--- config.mk ---
export PLATFORM = sky130hd
export DESIGN_NAME = sa_feeder
export DESIGN_NICKNAME = d
export VERILOG_FILES = /design/src/rtl/sa_pkg.sv /design/src/rtl/sa_skew_line.sv /design/src/rtl/sa_feeder.sv
export SDC_FILE = /design/constraint.sdc
export NUM_CORES = 1
export LEC_CHECK = 0
export BUFFER_PORTS_ARGS = -buffer_cell sky130_fd_sc_hd__buf_4
export CORE_AREA = 2 2 90 92
export CTS_CLUSTER_DIAMETER = 40
export DETAILED_ROUTE_END_ITERATION = 7
export DIE_AREA = 0 0 92 94
export MAX_ROUTING_LAYER = met4
export PLACE_DENSITY_LB_ADDON = 0.1
export SYNTH_ARGS = -nofsm -noshare
export SYNTH_HDL_FRONTEND = slang
export SYNTH_SLANG_ARGS = --single-unit
export TNS_END_PERCENT = 20
--- constraint.sdc ---
create_clock -name clk -period 2.6 [get_ports clk]
set_clock_uncertainty 0.05 [all_clocks]
set_input_delay 0.26 -clock clk [delete_from_list [all_inputs] [get_ports clk]]
set_output_delay 0.26 -clock clk [all_outputs]
set_load 0.02 [all_outputs]
--- src/rtl/sa_pkg.sv ---
// Shared definitions for the systolic-array feeder: array mode codes and the
// feeder state encoding.
package sa_pkg;

  localparam logic [1:0] MODE_IDLE    = 2'b00;
  localparam logic [1:0] MODE_LOAD    = 2'b01;
  localparam logic [1:0] MODE_COMPUTE = 2'b10;

  typedef enum logic [2:0] {
    ST_IDLE   = 3'd0,
    ST_LOAD_W = 3'd1,
    ST_STREAM = 3'd2,
    ST_DRAIN  = 3'd3,
    ST_DONE   = 3'd4
  } feeder_state_t;

endpackage

--- src/rtl/sa_skew_line.sv ---
// Enable-gated delay line of DEPTH stages used to skew one activation lane.
// DEPTH=0 degenerates to a plain wire.
module sa_skew_line #(
  parameter int DEPTH      = 1,
  parameter int DATA_WIDTH = 8
) (
  input  logic                  clk,
  input  logic                  rst_n,
  input  logic                  en,
  input  logic [DATA_WIDTH-1:0] din,
  output logic [DATA_WIDTH-1:0] dout
);

  generate
    if (DEPTH == 0) begin : g_wire
      logic unused_s;
      assign unused_s = ^{clk, rst_n, en};
      assign dout = din;
    end else begin : g_pipe
      logic [DATA_WIDTH-1:0] stage_r [DEPTH];

      // Shift register advancing only on array-advance cycles
      always_ff @(posedge clk) begin
        if (!rst_n) begin
          for (int i = 0; i < DEPTH; i++) stage_r[i] <= '0;
        end else if (en) begin
          stage_r[0] <= din;
          for (int i = 1; i < DEPTH; i++) stage_r[i] <= stage_r[i-1];
        end
      end

      assign dout = stage_r[DEPTH-1];
    end
  endgenerate

endmodule

--- src/rtl/sa_feeder.sv ---
// Initiator for a weight-stationary PE array: weight load, skewed activation
// streaming and zero drain. Optional weight reuse under SA_FEEDER_WEIGHT_REUSE_EN.
module sa_feeder
  import sa_pkg::*;
#(
  parameter int DATA_WIDTH = 8,
  parameter int ROWS       = 4,
  parameter int COLS       = 4,
  parameter int VEC_CNT_W  = 8
) (
  input  logic                       clk,
  input  logic                       rst_n,
  input  logic                       start,
  input  logic                       reuse_w,
  input  logic [VEC_CNT_W-1:0]       num_vecs,
  input  logic                       w_valid,
  output logic                       w_ready,
  input  logic [COLS*DATA_WIDTH-1:0] w_data,
  input  logic                       a_valid,
  output logic                       a_ready,
  input  logic [ROWS*DATA_WIDTH-1:0] a_data,
  output logic [1:0]                 mode_ctrl,
  output logic [COLS*DATA_WIDTH-1:0] weight_out,
  output logic [COLS-1:0]            weight_rdy_out,
  output logic [ROWS*DATA_WIDTH-1:0] data_out,
  output logic                       busy,
  output logic                       done
);

  localparam int BEAT_W  = $clog2(ROWS + 1);
  localparam int DRAIN_W = $clog2(ROWS + COLS);
  localparam logic [BEAT_W-1:0]  LAST_BEAT  = BEAT_W'(ROWS - 1);
  localparam logic [DRAIN_W-1:0] LAST_DRAIN = DRAIN_W'(ROWS + COLS - 2);

  feeder_state_t              state_r, state_s;
  logic [BEAT_W-1:0]          beat_cnt_r;
  logic [VEC_CNT_W-1:0]       vec_cnt_r;
  logic [VEC_CNT_W-1:0]       num_vecs_r;
  logic [DRAIN_W-1:0]         drain_cnt_r;
  logic                       w_fire_s, a_fire_s, reuse_ok_s;
  logic [ROWS*DATA_WIDTH-1:0] lane_in_s;

`ifdef SA_FEEDER_WEIGHT_REUSE_EN
  logic w_loaded_r;

  // Remembers that a complete weight set sits in the array since reset
  always_ff @(posedge clk) begin
    if (!rst_n) begin
      w_loaded_r <= 1'b0;
    end else if (w_fire_s && (beat_cnt_r == LAST_BEAT)) begin
      w_loaded_r <= 1'b1;
    end
  end

  assign reuse_ok_s = reuse_w & w_loaded_r;
`else
  logic unused_reuse_s;
  assign unused_reuse_s = reuse_w;
  assign reuse_ok_s     = 1'b0;
`endif

  // Next-state and handshake/array-control decode
  always_comb begin
    state_s        = state_r;
    mode_ctrl      = MODE_IDLE;
    w_ready        = 1'b0;
    a_ready        = 1'b0;
    weight_out     = '0;
    weight_rdy_out = '0;
    busy           = 1'b1;
    done           = 1'b0;
    w_fire_s       = 1'b0;
    a_fire_s       = 1'b0;
    lane_in_s      = '0;
    case (state_r)
      ST_IDLE: begin
        busy = 1'b0;
        if (start) begin
          if (reuse_ok_s) state_s = (num_vecs == '0) ? ST_DONE : ST_STREAM;
          else            state_s = ST_LOAD_W;
        end else begin
          state_s = ST_IDLE;
        end
      end
      ST_LOAD_W: begin
        w_ready  = 1'b1;
        w_fire_s = w_valid;
        if (w_fire_s) begin
          mode_ctrl      = MODE_LOAD;
          weight_out     = w_data;
          weight_rdy_out = '1;
          if (beat_cnt_r == LAST_BEAT) state_s = (num_vecs_r == '0) ? ST_DONE : ST_STREAM;
          else                         state_s = ST_LOAD_W;
        end else begin
          state_s = ST_LOAD_W;
        end
      end
      ST_STREAM: begin
        a_ready   = 1'b1;
        a_fire_s  = a_valid;
        lane_in_s = a_data;
        if (a_fire_s) begin
          mode_ctrl = MODE_COMPUTE;
          if (vec_cnt_r == (num_vecs_r - VEC_CNT_W'(1))) state_s = ST_DRAIN;
          else                                           state_s = ST_STREAM;
        end else begin
          state_s = ST_STREAM;
        end
      end
      ST_DRAIN: begin
        mode_ctrl = MODE_COMPUTE;
        if (drain_cnt_r == LAST_DRAIN) state_s = ST_DONE;
        else                           state_s = ST_DRAIN;
      end
      ST_DONE: begin
        done    = 1'b1;
        state_s = ST_IDLE;
      end
      default: begin
        state_s = ST_IDLE;
      end
    endcase
  end

  // State register, tile length latch and beat/vector/drain counters
  always_ff @(posedge clk) begin
    if (!rst_n) begin
      state_r     <= ST_IDLE;
      num_vecs_r  <= '0;
      beat_cnt_r  <= '0;
      vec_cnt_r   <= '0;
      drain_cnt_r <= '0;
    end else begin
      state_r <= state_s;
      if ((state_r == ST_IDLE) && start) begin
        num_vecs_r  <= num_vecs;
        beat_cnt_r  <= '0;
        vec_cnt_r   <= '0;
        drain_cnt_r <= '0;
      end else begin
        if (w_fire_s)              beat_cnt_r  <= beat_cnt_r + BEAT_W'(1);
        if (a_fire_s)              vec_cnt_r   <= vec_cnt_r + VEC_CNT_W'(1);
        if (state_r == ST_DRAIN)   drain_cnt_r <= drain_cnt_r + DRAIN_W'(1);
      end
    end
  end

  // Lane r is delayed by r advancing cycles to form the input wavefront
  for (genvar r = 0; r < ROWS; r++) begin : g_lane
    sa_skew_line #(
      .DEPTH      (r),
      .DATA_WIDTH (DATA_WIDTH)
    ) u_skew (
      .clk   (clk),
      .rst_n (rst_n),
      .en    (mode_ctrl[1]),
      .din   (lane_in_s[r*DATA_WIDTH +: DATA_WIDTH]),
      .dout  (data_out[r*DATA_WIDTH +: DATA_WIDTH])
    );
  end

endmodule
==> flow_metrics.py <==
metrics = {
    "status": {
        "status": "completed",
    },
    "critical_path": {
        "cpPeakStageDelay_ps": 460,
        "start_kind": "register",
        "cp_max_fo": 17,
        "setup.worst_path.start": "state_r[1]",
        "cp-endpoint": "mode_ctrl[1]",
        "arrival_ps": 1850,
        "r2r_start": "state_r[2]",
        "worstRegToRegCells": 5,
        "crit_type": "register to primary output",
        "rr_endpoint": "g_lane[1].u_skew.g_pipe.stage_r[0][1]",
        "cp_cell_sequence": "and3b_1 > nor2_8 > inv_2 > buf_4 > buf_4",
        "cpMostUsedCell": "buf_4",
        "end_kind": "primary output",
        "r2r_slack_ps": 790,
        "cp_slowest_cell": "and3b_1",
        "crit_required_ps": 2290,
    },
    "yosys": {
        "syn_area_um2": 3620,
        "synth_cell_types": 39,
        "syn_nets": 422,
        "synth_area_per_cell_um2": 10.8,
        "synthTopCellsByArea": "edfxtp_1 (40%), and3_1 (14%), dfxtp_1 (14%), buf_4 (4.6%), xor2_1 (2.9%)",
        "synth-seq-cells": 73,
        "ys.warnings.count": 0,
        "synth_largest_area_cell": "edfxtp_1",
        "syn_inst": 337,
        "synth_top_area_frac": 0.398,
        "synth_seq_area_share": 0.536,
    },
    "sta": {
        "rsz0062_at_grt": "false",
        "period_needed_ps": 2160,
        "fin_hold_ws_ps": 101,
        "setup_violations": 0,
        "worst_pin_slew_ps": 531,
        "finalMaxSlewViolations": 0,
        "fin_crit_sh": 0.831,
        "fmax_mhz": 463,
        "hold_viol_final": 0,
        "slew_headroom": 0.643,
        "tns_ps": 0,
    },
    "final_layout": {
        "antennaDiodeCount": 0,
        "final_common_cell": "buf_4",
        "nNetsFinal": 544,
        "seqCellArea_um2": 1940,
        "multi_input_area_um2": 1390,
        "fin_util": 0.636,
        "final_cell_mix": "buf_4 (154), and3_1 (84), edfxtp_1 (48), dfxtp_1 (25), nand2_1 (23)",
        "drive_gt1_frac": 0.386,
        "synthToLayoutAreaGrowth_pct": 33.5,
        "fill_cells": 627,
    },
    "detailed_routing": {
        "drt_iter0_drc": 189,
        "wirelength_mm": 8.02,
        "dr.pass1.iters": 4,
        "wl_per_cell_um": 14.2,
        "drc_errors": 0,
        "num_vias": 2858,
        "ant_nets": 0,
        "avgViaCountPerCell": 5.05,
    },
    "global_routing": {
        "grt_max_degree": 49,
        "antenna_found_initial": 0,
        "overflow": 0,
        "grt_pass1_wl_mm": 12.3,
        "grt.total_usage": 0.187,
        "grt_pass1_vias": 2495,
    },
    "clocking": {
        "clockBufferDepth": 2,
        "cts-resized-gates": 0,
        "post-cts-setup-buffers": 0,
        "h-tree-depth": 3,
        "cts_root_buffer": "clkbuf_8",
        "clock-sinks": 73,
        "clkTransAtPathRegs_ps": 80,
        "cts_hold_buf": 0,
        "cts_tree": "done",
        "numCtsBuffers": 9,
        "insertion_delay_ps": 350,
    },
    "pwr": {
        "power_density_nw_per_um2": 508,
        "p_leak_uw": 0.00242,
        "peakVddDrop_mv": 0.322,
    },
    "placement": {
        "dp_hpwl_mm": 5.62,
        "portBuffers": 150,
        "gp_congestion": 0.857,
    },
    "floorplanning": {
        "start_util": 0.476,
        "design.portCount": 152,
        "die_w_um": 92,
        "die_area_um2": 8650,
        "placementRows": 32,
        "core-area_um2": 7610,
        "chipHeight_um": 94,
    },
    "worst_hold_path": {
        "hold_path_class": "input port to register",
    },
    "job": {
        "maxCapViolations": 0,
    },
}
==> where the power goes <==
group | internal (µW) | switching [µW]
Clock | 364 | 475
Sequential | 1270 | 20.2
Combinational | 170 | 164
==> sequential cells by signal (all words and copies together) (netlist names) <==
name / cells
g_lane.u_skew.g_pipe.stage_r: 48
num_vecs_r: 8
vec_cnt_r: 8
beat_cnt_r: 3
drain_cnt_r: 3
state_r: 3
==> logic make-up (layout without fill, tap and decap cells) <==
logic type                 Yosys count  after routing  share of synthesized area
buffers and inverters               50            177                     0.0839
muxes                                2              2                    0.00552
AOI/OAI and AO/OA                   24             24                     0.0456
DFF                                 73             73                      0.536
xor gates and xnor gates            19             19                     0.0459
adders and majority gates            7              7                     0.0242
and+or+nand+nor                    162            162                      0.259
==> worst max-delay path, delay by kind of cell (launching register included) <==
family                 cells  cell delay (ps)
and+or+nand+nor            2              540
DFF                        1              420
buffers and inverters      3              540
==> per-stage QoR <==
step / std cells / setup WS, ps / total power (µW) / instance area [µm²]
2_1_floorplan: 337 / 316 / 1490 / 3620
3_3_place_gp: 550 / 845 / 1640 / 4650
3_5_place_dp: 550 / 798 / 1650 / 4650
4_1_cts: 566 / 424 / 2480 / 4840
5_1_grt: 566 / 325 / 2550 / 4840
6_report: 566 / 441 / 2460 / 4840
==> worst min path at each step <==
stage | startpoint | end | slack [ps] | cells past startpoint
after CTS | num_vecs[4] | num_vecs_r[4] | 90 | 3
final | num_vecs[4] | num_vecs_r[4] | 100 | 3
after detailed placement | beat_cnt_r[2] | beat_cnt_r[2] | 430 | 2
after floorplan | num_vecs[5] | num_vecs_r[5] | 340 | 2
after global routing | num_vecs[4] | num_vecs_r[4] | 100 | 3
after global placement | beat_cnt_r[1] | beat_cnt_r[1] | 430 | 2
==> Yosys cell counts <==
cell type  instances
and3_1            84
edfxtp_1          48
dfxtp_1           25
nand2_1           24
buf_4             22
nor2_1            16
clkbuf_1          15
xor2_1            12
and2_1            11
nand3_1            8
ha_1               7
xnor2_1            7
a21oi_1            5
inv_1              5
nor3_1             5
a21boi_0           4
a21boi_1           4
buf_6              4
buf_2              3
nand4_1            3
a211oi_1           2
a22oi_1            2
mux2i_1            2
nor3b_1            2
o22ai_1            2
o31ai_1            2
a21o_1             1
and2_4             1
and3b_1            1
and4_1             1
and4bb_1           1
inv_2              1
nand2b_1           1
nor2_8             1
nor2b_1            1
nor3b_2            1
nor4_2             1
o21ai_0            1
o21ba_2            1
==> layout make-up <==
type                            count  share of cell area
Tap cell                          102              0.0264
Sequential cell                    73               0.401
Timing Repair Buffer              155               0.243
Multi-Input combinational cell    214               0.286
Clock inverter                      7              0.0127
Inverter                            6             0.00465
Clock buffer                        9              0.0256
==> routing by layer <==
layer / wire length (µm) / global-route usage / vias up
li1: - / - / 1421
met5: 0 / - / -
met2: 3990 / 0.305 / 109
met4: 153 / 0.0833 / 0
met1: 3340 / 0.225 / 1316
met3: 534 / 0.0425 / 12
Note: power is estimated with default switching activity, not from simulation.
